File: config.mk
export PLATFORM = sky130hd
export DESIGN_NAME = sva_impl_monitor
export DESIGN_NICKNAME = d
export VERILOG_FILES = /design/src/rtl/sva_mon_pkg.sv /design/src/rtl/sat_counter.sv /design/src/rtl/sva_impl_monitor.sv
export SDC_FILE = /design/constraint.sdc
export NUM_CORES = 1
export LEC_CHECK = 0
export BUFFER_PORTS_ARGS = -buffer_cell sky130_fd_sc_hd__buf_2
export CORE_MARGIN = 4
export CORE_UTILIZATION = 61
export DETAILED_ROUTE_END_ITERATION = 8
export GPL_ROUTABILITY_DRIVEN = 0
export GPL_TIMING_DRIVEN = 0
export PLACE_DENSITY = 0.85
export SYNTH_ARGS = -nofsm -noshare
export SYNTH_HDL_FRONTEND = slang
export SYNTH_SLANG_ARGS = --single-unit
File: constraint.sdc
create_clock -name clk -period 4.7 [get_ports clk]
set_input_delay 0.94 -clock clk [delete_from_list [all_inputs] [get_ports clk]]
set_output_delay 0.94 -clock clk [all_outputs]
set_load 0.005 [all_outputs]
File: src/rtl/sva_mon_pkg.sv
// rtl/sva_mon_pkg.sv - shared types and defaults for the implication monitor
package sva_mon_pkg;

  localparam int DELAY_MAX   = 8;
  localparam int DEF_DELAY   = 1;
  localparam int DEF_CNT_W   = 16;
  localparam int DEF_TS_W    = 32;

  // Outcome of the obligation maturing at the current edge
  typedef enum logic [1:0] {
    EV_NONE = 2'd0,
    EV_PASS = 2'd1,
    EV_FAIL = 2'd2
  } eval_t;

endpackage

File: src/rtl/sat_counter.sv
// rtl/sat_counter.sv - saturating event counter with synchronous clear
module sat_counter #(
  parameter int W = 16
) (
  input  logic         clk,
  input  logic         rst_n,
  input  logic         clr,
  input  logic         inc,
  output logic [W-1:0] cnt
);

  // Count up on inc, hold at all-ones; clear wins over a same-edge increment
  always_ff @(posedge clk or negedge rst_n) begin
    if (!rst_n) begin
      cnt <= '0;
    end else if (clr) begin
      cnt <= '0;
    end else if (inc && (cnt != {W{1'b1}})) begin
      cnt <= cnt + W'(1);
    end
  end

endmodule

File: src/rtl/sva_impl_monitor.sv
// rtl/sva_impl_monitor.sv - run-time checker for "ante |=> cons after DELAY clocks"
module sva_impl_monitor
  import sva_mon_pkg::*;
#(
  parameter int DELAY = DEF_DELAY,
  parameter int CNT_W = DEF_CNT_W,
  parameter int TS_W  = DEF_TS_W
) (
  input  logic             clk,
  input  logic             rst_n,
  input  logic             enable,
  input  logic             clear,
  input  logic             ante,
  input  logic             cons,
  output logic             pass_pulse,
  output logic             fail_pulse,
  output logic             pending,
  output logic [CNT_W-1:0] attempt_cnt,
  output logic [CNT_W-1:0] pass_cnt,
  output logic [CNT_W-1:0] fail_cnt,
  output logic             first_fail_valid,
  output logic [TS_W-1:0]  first_fail_time
);

  if (DELAY < 1 || DELAY > DELAY_MAX) begin : g_bad_delay
    $error("sva_impl_monitor: DELAY=%0d outside 1..%0d", DELAY, DELAY_MAX);
  end

  logic [DELAY-1:0] ob;
  logic [TS_W-1:0]  ts;
  logic             tail;
  logic             start;
  eval_t            ev;

  assign tail    = ob[DELAY-1];
  assign start   = enable & ante;
  assign pending = |ob;

  // Free-running timestamp; clear deliberately leaves it alone
  always_ff @(posedge clk or negedge rst_n) begin
    if (!rst_n) begin
      ts <= '0;
    end else begin
      ts <= ts + TS_W'(1);
    end
  end

  // Obligation pipe: one bit per antecedent match, matures at the tail
  always_ff @(posedge clk or negedge rst_n) begin
    if (!rst_n) begin
      ob <= '0;
    end else if (clear) begin
      ob <= '0;
    end else begin
      ob[0] <= start;
      for (int i = 1; i < DELAY; i++) begin
        ob[i] <= ob[i-1];
      end
    end
  end

  // Classify the maturing obligation; clear suppresses the evaluation
  always_comb begin
    ev = EV_NONE;
    if (tail && !clear) begin
      ev = cons ? EV_PASS : EV_FAIL;
    end
  end

  // Registered outcome pulses
  always_ff @(posedge clk or negedge rst_n) begin
    if (!rst_n) begin
      pass_pulse <= 1'b0;
      fail_pulse <= 1'b0;
    end else begin
      pass_pulse <= (ev == EV_PASS);
      fail_pulse <= (ev == EV_FAIL);
    end
  end

  // Sticky capture of the timestamp of the first failing edge
  always_ff @(posedge clk or negedge rst_n) begin
    if (!rst_n) begin
      first_fail_valid <= 1'b0;
      first_fail_time  <= '0;
    end else if (clear) begin
      first_fail_valid <= 1'b0;
      first_fail_time  <= '0;
    end else if ((ev == EV_FAIL) && !first_fail_valid) begin
      first_fail_valid <= 1'b1;
      first_fail_time  <= ts;
    end
  end

  sat_counter #(.W(CNT_W)) u_attempt_cnt (
    .clk   (clk),
    .rst_n (rst_n),
    .clr   (clear),
    .inc   (start),
    .cnt   (attempt_cnt)
  );

  sat_counter #(.W(CNT_W)) u_pass_cnt (
    .clk   (clk),
    .rst_n (rst_n),
    .clr   (clear),
    .inc   (ev == EV_PASS),
    .cnt   (pass_cnt)
  );

  sat_counter #(.W(CNT_W)) u_fail_cnt (
    .clk   (clk),
    .rst_n (rst_n),
    .clr   (clear),
    .inc   (ev == EV_FAIL),
    .cnt   (fail_cnt)
  );

endmodule
==> results of run 1 <==
[placed cells by master, fill, tap and decap left out, drive strengths merged, types with 2 or more instances in the layout]
cell type	instances
dfrtp	116
buf	99
nand2	68
nor2	55
xnor2	50
o21ai	36
nand2b	34
clkbuf	31
nand4	23
nand3	22
nor3	21
inv	14
xor2	13
a21oi	11
and3	8
clkinv	8
and4	7
nor4	7
a31oi	6
a311oi	6
and2	4
mux2i	4
a211oi	4
ha	4
nor2b	3
bufinv	3
mux2	3
nand3b	2
nor3b	2
a41oi	2
clkinvlp	2
[layer usage]
| metal | vias up | track usage [%] | wire (um) |
|---|---|---|---|
| met5 | - | 0 | 0 |
| met4 | 0 | 13.1 | 400 |
| met3 | 33 | 6.33 | 718 |
| met2 | 186 | 44.2 | 6890 |
| met1 | 2270 | 31.4 | 5370 |
| li1 | 2144 | - | - |
[logic make-up (layout without fill, tap and decap cells)]
logic type               Yosys count  in the layout
AO/OA/AOI/OAI                     69             69
XOR/XNOR                          63             63
adder cells (fa/ha/maj)            4              4
buffers and inverters             35            157
flip-flops                       116            116
multiplexers                       7              7
AND/OR/NAND/NOR                  262            262
[state kept, by name (all words and copies together), names as in the netlist]
register	flops
pass_pulse	1
fail_pulse	1
u_fail_cnt.cnt	16
first_fail_time	32
first_fail_valid	1
u_attempt_cnt.cnt	16
u_pass_cnt.cnt	16
pending	1
ts	32
[per-stage QoR]
stage / hold slack, ns / utilization [%] / instances / setup WS [ns]
4_1_cts: 0.473 / 77.0 / 786 / 2.46
6_report: 0.470 / 77.0 / 786 / 2.44
3_3_place_gp: 0.460 / 69.9 / 753 / 1.35
2_1_floorplan: 0.441 / - / 556 / 2.52
3_5_place_dp: 0.463 / 70.3 / 754 / 1.96
5_1_grt: 0.483 / 77.0 / 786 / 2.31
[layout make-up]
cell class | instances | area [um^2] | share of cell area [%]
Tap cell | 108 | 135 | 1.98
Clock buffer | 19 | 442 | 6.48
Clock inverter | 13 | 156 | 2.29
Inverter | 14 | 57.6 | 0.845
Timing Repair Buffer | 90 | 475 | 6.98
Buffer | 21 | 85.1 | 1.25
Multi-Input combinational cell | 405 | 2560 | 37.6
Sequential cell | 116 | 2900 | 42.6
[path summary, 6_finish.rpt]
| path | cells past startpoint | slack, ns | endpoint |
|---|---|---|---|
| max reg2reg | 4 | 2.57 | first_fail_time[2] |
| min reg2reg | 1 | 0.47 | ts[31] |
| min | 1 | 0.47 | ts[31] |
| max | 5 | 2.44 | first_fail_time[2] |
| min in group asynchronous | 1 | 0.52 | u_attempt_cnt.cnt[6] |
| max in group asynchronous | 2 | 3.45 | first_fail_time[24] |
[power by group through the flow]
stage          clock network (uW)  registers [uW]  logic, uW
2_1_floorplan                   0            1020       23.3
3_3_place_gp                    0            1020       56.2
3_5_place_dp                    0            1020       60.8
4_1_cts                      1300            1010       62.4
5_1_grt                      1350            1010       68.8
6_report                     1290            1010       60.8
==> out/metrics.yaml, run 1 <==
postCtsHoldBufs: 0
internal-power_uw: 1850
track_usage_pct: 26.2
start_kind: "primary input"
ctsLongestPathBuffers: 2
min_from: "ts[31]"
p_comb_share_pct: 2.6
coreArea_um2: 8850
numClockSinks: 116
yosys_warnings: 0
syn_area_um2: 5610
post_cts_buffers: 0
ys_ff_latch: 116
postRouteAntennaNets: 0
path_cells: "buf_2 > or3b_4 > nor2_1 > clkbuf_1 > o21ai_0"
cp.arrival_ns: 2.64
via_count: 4633
dieArea_um2: 10800
fin_crit_sh_pct: 48.1
dpl.hpwl_um: 8810
path_class: "in -> reg"
nFillCells: 579
syn_nets: 566
swShare_pct: 21.5
htree_levels: 4
drive_gt1_share_pct: 22.1
grt_pass1_vias: 4708
powerDensity_nw_per_um2: 346
clockRootBuffer: "clkbuf_8"
clkLatencyLatePin_ns: 0.51
fin_nets: 675
synth_top_family_by_area: "simple AND/OR/NAND/NOR gates"
seqPwrFrac_pct: 42.7
yosys.area_share.adder_pct: 0.893
wl_per_cell_um: 17.0
drtIter0Drc: 250
grt_pass1_wl_um: 22900
grt_max_degree: 64
synth_edf_count: 0
vias_per_cell: 5.89
synth-async-reset-ratio_pct: 100
initial_core_util_pct: 63.4
setup_viol: 0
syn_to_final_growth_pct: 21.6
design_area_um2: 6820
cpMaxStageDelayCell: "nor2_1"
fin_tns_setup_ns: 0
yosysMostFrequentCell: "dfrtp_1"
dieHeight_um: 104
synthMuxAreaShare_pct: 1.38
pwr-share-clk_pct: 54.8
outcome: "complete, no violations"
route.detailed.drc: 0
antennaDiodeCount: 0
overflow: 0
rsz0062_at_grt: "no"
syn-instance-count: 556
fmax_mhz: 442
finalHoldViolations: 0
power_uw: 2360
power_switching_uw: 506
synth.distinct_cells: 54
ir_worst_vdd_mv: 0.206
yosysSeqAreaShare_pct: 51.8
drt_pre_antenna_iters: 5
syn_avg_cell_area_um2: 10.1
max-slew-margin-rel_pct: 45.7
cpPeakStageDelay_ns: 0.56
hp-class: "reg -> reg"
r2r_start: "pending"
ctsResizeCount: 0
pin_count: 90
synth_ff_type: "dfrtp_1"
synth.largest_area_cell: "dfrtp_1"
die_w_um: 104
io_buffers: 89
timing.final.crit_period_ns: 2.26
cp-end-kind: "flip-flop"
antenna_found_initial: 0
synthTopCellsByCount: "dfrtp_1 (116), nand2_1 (68), nor2_1 (53)"
rows: 34
totalWireLength_um: 13400
cp_num_buf_inv: 2
synth_top_area_share_pct: 51.8
synth-xor-area-share_pct: 9.84
drv_cap: 0
crit_start: "clear"
synth-simple-area-share_pct: 26.0
slew_violations: 0
critPathMaxFanout: 10
placed_area_um2: 6220
final.setup_skew_ns: 0.00742
cts_made_buffers: 17
p_leak_uw: 0.00319
clk_pin_slew_ns: 0.06
synth_compound_area_share_pct: 7.57
cp_top_family: "simple AND/OR/NAND/NOR gates"
synth_area_leaders: "dfrtp_1 (52%), xnor2_1 (7.8%), nand2_1 (4.6%)"
tightest_slew_ns: 0.814
cp_data_required_time_ns: 5.07
cts_tree: "done"
Power figures use the tool's default switching activity.
==> run 2: changes to the inputs <==
--- a/config.mk
+++ b/config.mk
@@ -7,11 +7,11 @@
 export LEC_CHECK = 0
 export BUFFER_PORTS_ARGS = -buffer_cell sky130_fd_sc_hd__buf_2
 export CORE_MARGIN = 4
-export CORE_UTILIZATION = 61
+export CORE_UTILIZATION = 51
 export DETAILED_ROUTE_END_ITERATION = 8
 export GPL_ROUTABILITY_DRIVEN = 0
 export GPL_TIMING_DRIVEN = 0
-export PLACE_DENSITY = 0.85
+export PLACE_DENSITY = 0.76
 export SYNTH_ARGS = -nofsm -noshare
 export SYNTH_HDL_FRONTEND = slang
 export SYNTH_SLANG_ARGS = --single-unit
==> constraint.sdc (replaced) <==
create_clock -name clk -period 1.84 [get_ports clk]
set_input_delay 0.368 -clock clk [delete_from_list [all_inputs] [get_ports clk]]
set_output_delay 0.368 -clock clk [all_outputs]
set_load 0.005 [all_outputs]
==> run 2 against run 1 <==
Against the previous run:
- power rose to 2.7 times the previous value
- routed wire length grew 2.4%
- worst setup slack worse by 2.4 ns
- final cell count rose by 6.4%
- critical path type is now reg -> reg
- combinational power grew to 2.7 times the previous value
- critical endpoint is now u_fail_cnt.cnt[8]
- final area rose by 5.6%
- register-to-register slack lost 2.6 ns
- sequential power rose to 2.5 times the previous value
==> out/metrics.yaml, run 2 (synthesis gave the netlist of run 1 again) <==
power_switching_uw: 1240  # was 506 uW
tightest_slew_ns: 0.548  # was 0.814 ns
routed-wl-met3_um: 765  # was 718 um
cp_top_family: "simple AND/OR/NAND/NOR gates"  # unchanged
cp_num_buf_inv: 1  # was 2
cts_made_buffers: 17  # unchanged
route.detailed.drc: 0  # unchanged
internal-power_uw: 5140  # was 1850 uW
start_kind: "flip-flop"  # was primary input
fin_nets: 695  # was 675
outcome: "complete, no violations"  # unchanged
grt_max_degree: 101  # was 64
coreArea_um2: 10800  # was 8850 um^2
via_count: 4626  # was 4633
p_comb_share_pct: 2.6  # about the same
setup_viol: 0  # unchanged
drv_cap: 0  # unchanged
setup_ws_ns: 0.0109  # was 2.44 ns
pin_count: 90  # unchanged
path_class: "reg -> reg"  # was in -> reg
mostFrequentLayoutCells: "dfrtp_1 (105), buf_2 (92), nand2_1 (67), nor2_1 (51), xnor2_1 (50)"  # was dfrtp_1 (116), buf_2 (93), nand2_1 (68), nor2_1 (53), xnor2_1 (50)
syn_to_final_growth_pct: 28.4  # was 21.6%
hp-class: "in -> reg"  # was reg -> reg
cpPeakStageDelay_ns: 0.45  # was 0.56 ns
numClockSinks: 116  # unchanged
path_cells: "or3b_4 > clkinv_4 > nand4_2 > nor3b_1 > xnor2_1 > nor2_1"  # was buf_2 > or3b_4 > nor2_1 > clkbuf_1 > o21ai_0
pwr-share-clk_pct: 57.1  # was 54.8%
track_usage_pct: 21.5  # was 26.2%
wl_met1_um: 5580  # was 5370 um
drtIter0Drc: 407  # was 250
die_w_um: 113  # was 104 um
grt_pass1_vias: 4505  # was 4708
cp.arrival_ns: 2.21  # was 2.64 ns
overflow: 0  # unchanged
reg_top3: "first_fail_time x32, ts x32"  # unchanged
whs_endpoint: "pending"  # was ts[31]
r2r_start: "pending"  # unchanged
io_buffers: 89  # unchanged
clockRootBuffer: "clkbuf_8"  # unchanged
cp_data_required_time_ns: 2.23  # was 5.07 ns
powerDensity_nw_per_um2: 887  # was 346 nW/um^2
postRouteAntennaNets: 0  # unchanged
swShare_pct: 19.4  # was 21.5%
fmax_mhz: 547
timing.final.crit_period_ns: 1.83
p_leak_uw: 0.00332  # was 0.00319 uW
dpl.cell_count: 786  # was 754
htree_levels: 4  # unchanged
fin_cells: 836  # was 786
wl_per_cell_um: 16.4  # was 17.0 um
ir_worst_vdd_mv: 0.534  # was 0.206 mV
dp_slack_ns: -0.397  # was 1.96 ns
critPathMaxFanout: 6  # was 10
cts_tree: "done"  # unchanged
dieHeight_um: 113  # was 104 um
finalHoldViolations: 0  # unchanged
vias_per_cell: 5.53  # was 5.89
drive_gt1_share_pct: 28.4  # was 22.1%
clk_pin_slew_ns: 0.06  # about the same
fin_crit_sh_pct: 99.4
grt_pass1_wl_um: 22200  # was 22900 um
drt_pre_antenna_iters: 7  # was 5
max-slew-margin-rel_pct: 63.5  # was 45.7%
wl_met2_um: 7040  # was 6890 um
clkLatencyLatePin_ns: 0.52  # was 0.51 ns
dieArea_um2: 12700  # was 10800 um^2
routed.top_layer: "met4"  # unchanged
antenna_found_initial: 0  # unchanged
ff2ff_path_depth: 6  # was 4
antennaDiodeCount: 0  # unchanged
totalWireLength_um: 13700  # was 13400 um
reg2reg_slack_ns: 0.01  # was 2.57 ns
cpMaxStageDelayCell: "or3b_4"  # was nor2_1
slew_violations: 0  # unchanged
final.setup_skew_ns: 0.00762  # was 0.00742 ns
cp-end-kind: "flip-flop"  # unchanged
r2r-end: "u_fail_cnt.cnt[8]"  # was first_fail_time[2]
dpl.hpwl_um: 9070  # was 8810 um
min_from: "ante"  # was ts[31]
ctsLongestPathBuffers: 2  # unchanged
seqPwrFrac_pct: 40.3  # was 42.7%
rows: 38  # was 34
final_common_cell: "dfrtp_1"  # unchanged
holdPathStages: 3  # was 1
initial_core_util_pct: 51.9  # was 63.4%
[run 2: changes by cell type in the layout (fill, tap and decap cells not counted), moves of 3 or more]
cell,change
buf_4,+19
dfrtp_1,-11
dfrtp_2,+11
clkbuf_2,+5
clkbuf_1,-4
clkinv_2,-4
ha_1,-4
nor3_1,-4
bufinv_16,+3
nor3_2,+3
[run 2: worst max-delay path by stage]
stage / startpoint / to / depth (start not counted)
after global placement: rst_n / first_fail_time[19] / 1
after detailed placement: clear / first_fail_time[31] / 5
after floorplan: u_fail_cnt.cnt[0] / u_fail_cnt.cnt[5] / 7
after CTS: pending / u_fail_cnt.cnt[11] / 6
after global routing: pending / u_fail_cnt.cnt[10] / 6
final: pending / u_fail_cnt.cnt[8] / 6
[run 2: per-stage QoR]
step	utilization, %	power (uW)	setup TNS [ns]	cell area (um^2)	hold slack (ns)
global route	66.7	6580	-0.175	7200	0.210
floorplan	-	2670	0	5610	0.0724
global placement	57.8	2760	-123.92	6230	0.460
finish	66.7	6390	0	7200	0.206
detailed placement	58.1	2770	-18.87	6270	0.212
CTS	64.9	6430	-0.00390	7010	0.186
[run 2: power groups by stage]
| stage | logic, uW | registers, uW | clock network (uW) |
|---|---|---|---|
| 2_1_floorplan | 59.4 | 2620 | 0 |
| 3_3_place_gp | 146 | 2610 | 0 |
| 3_5_place_dp | 159 | 2620 | 0 |
| 4_1_cts | 165 | 2570 | 3690 |
| 5_1_grt | 187 | 2570 | 3820 |
| 6_report | 166 | 2570 | 3650 |
[run 2: worst min-delay path: stages]
cell and delay [ns]:
buf_2 0.11, nand2_1 0.14, nor2_1 0.06
[run 2: area by class of cell]
cell class	instances	area, um^2
Multi-Input combinational cell	405	2670
Clock buffer	21	449
Fill cell	851	3600
Clock inverter	9	201
Inverter	14	57.6
Sequential cell	116	2920
Buffer	20	90.1
Timing Repair Buffer	111	639
Tap cell	140	175
[run 2: repair_timing]
action,in CTS,in global routing
pin swaps,3,10
endpoints found under the hold margin,16,0
hold buffers,1,0
endpoints found under the setup margin,43,65
buffers inserted,7,13
resized for setup,12,32
[run 2: layer usage]
metal  GRT usage (%)  vias up
met4            8.33        0
met5               0        -
li1                -     2181
met1            26.9     2253
met2            36.2      157
met3            5.29       35
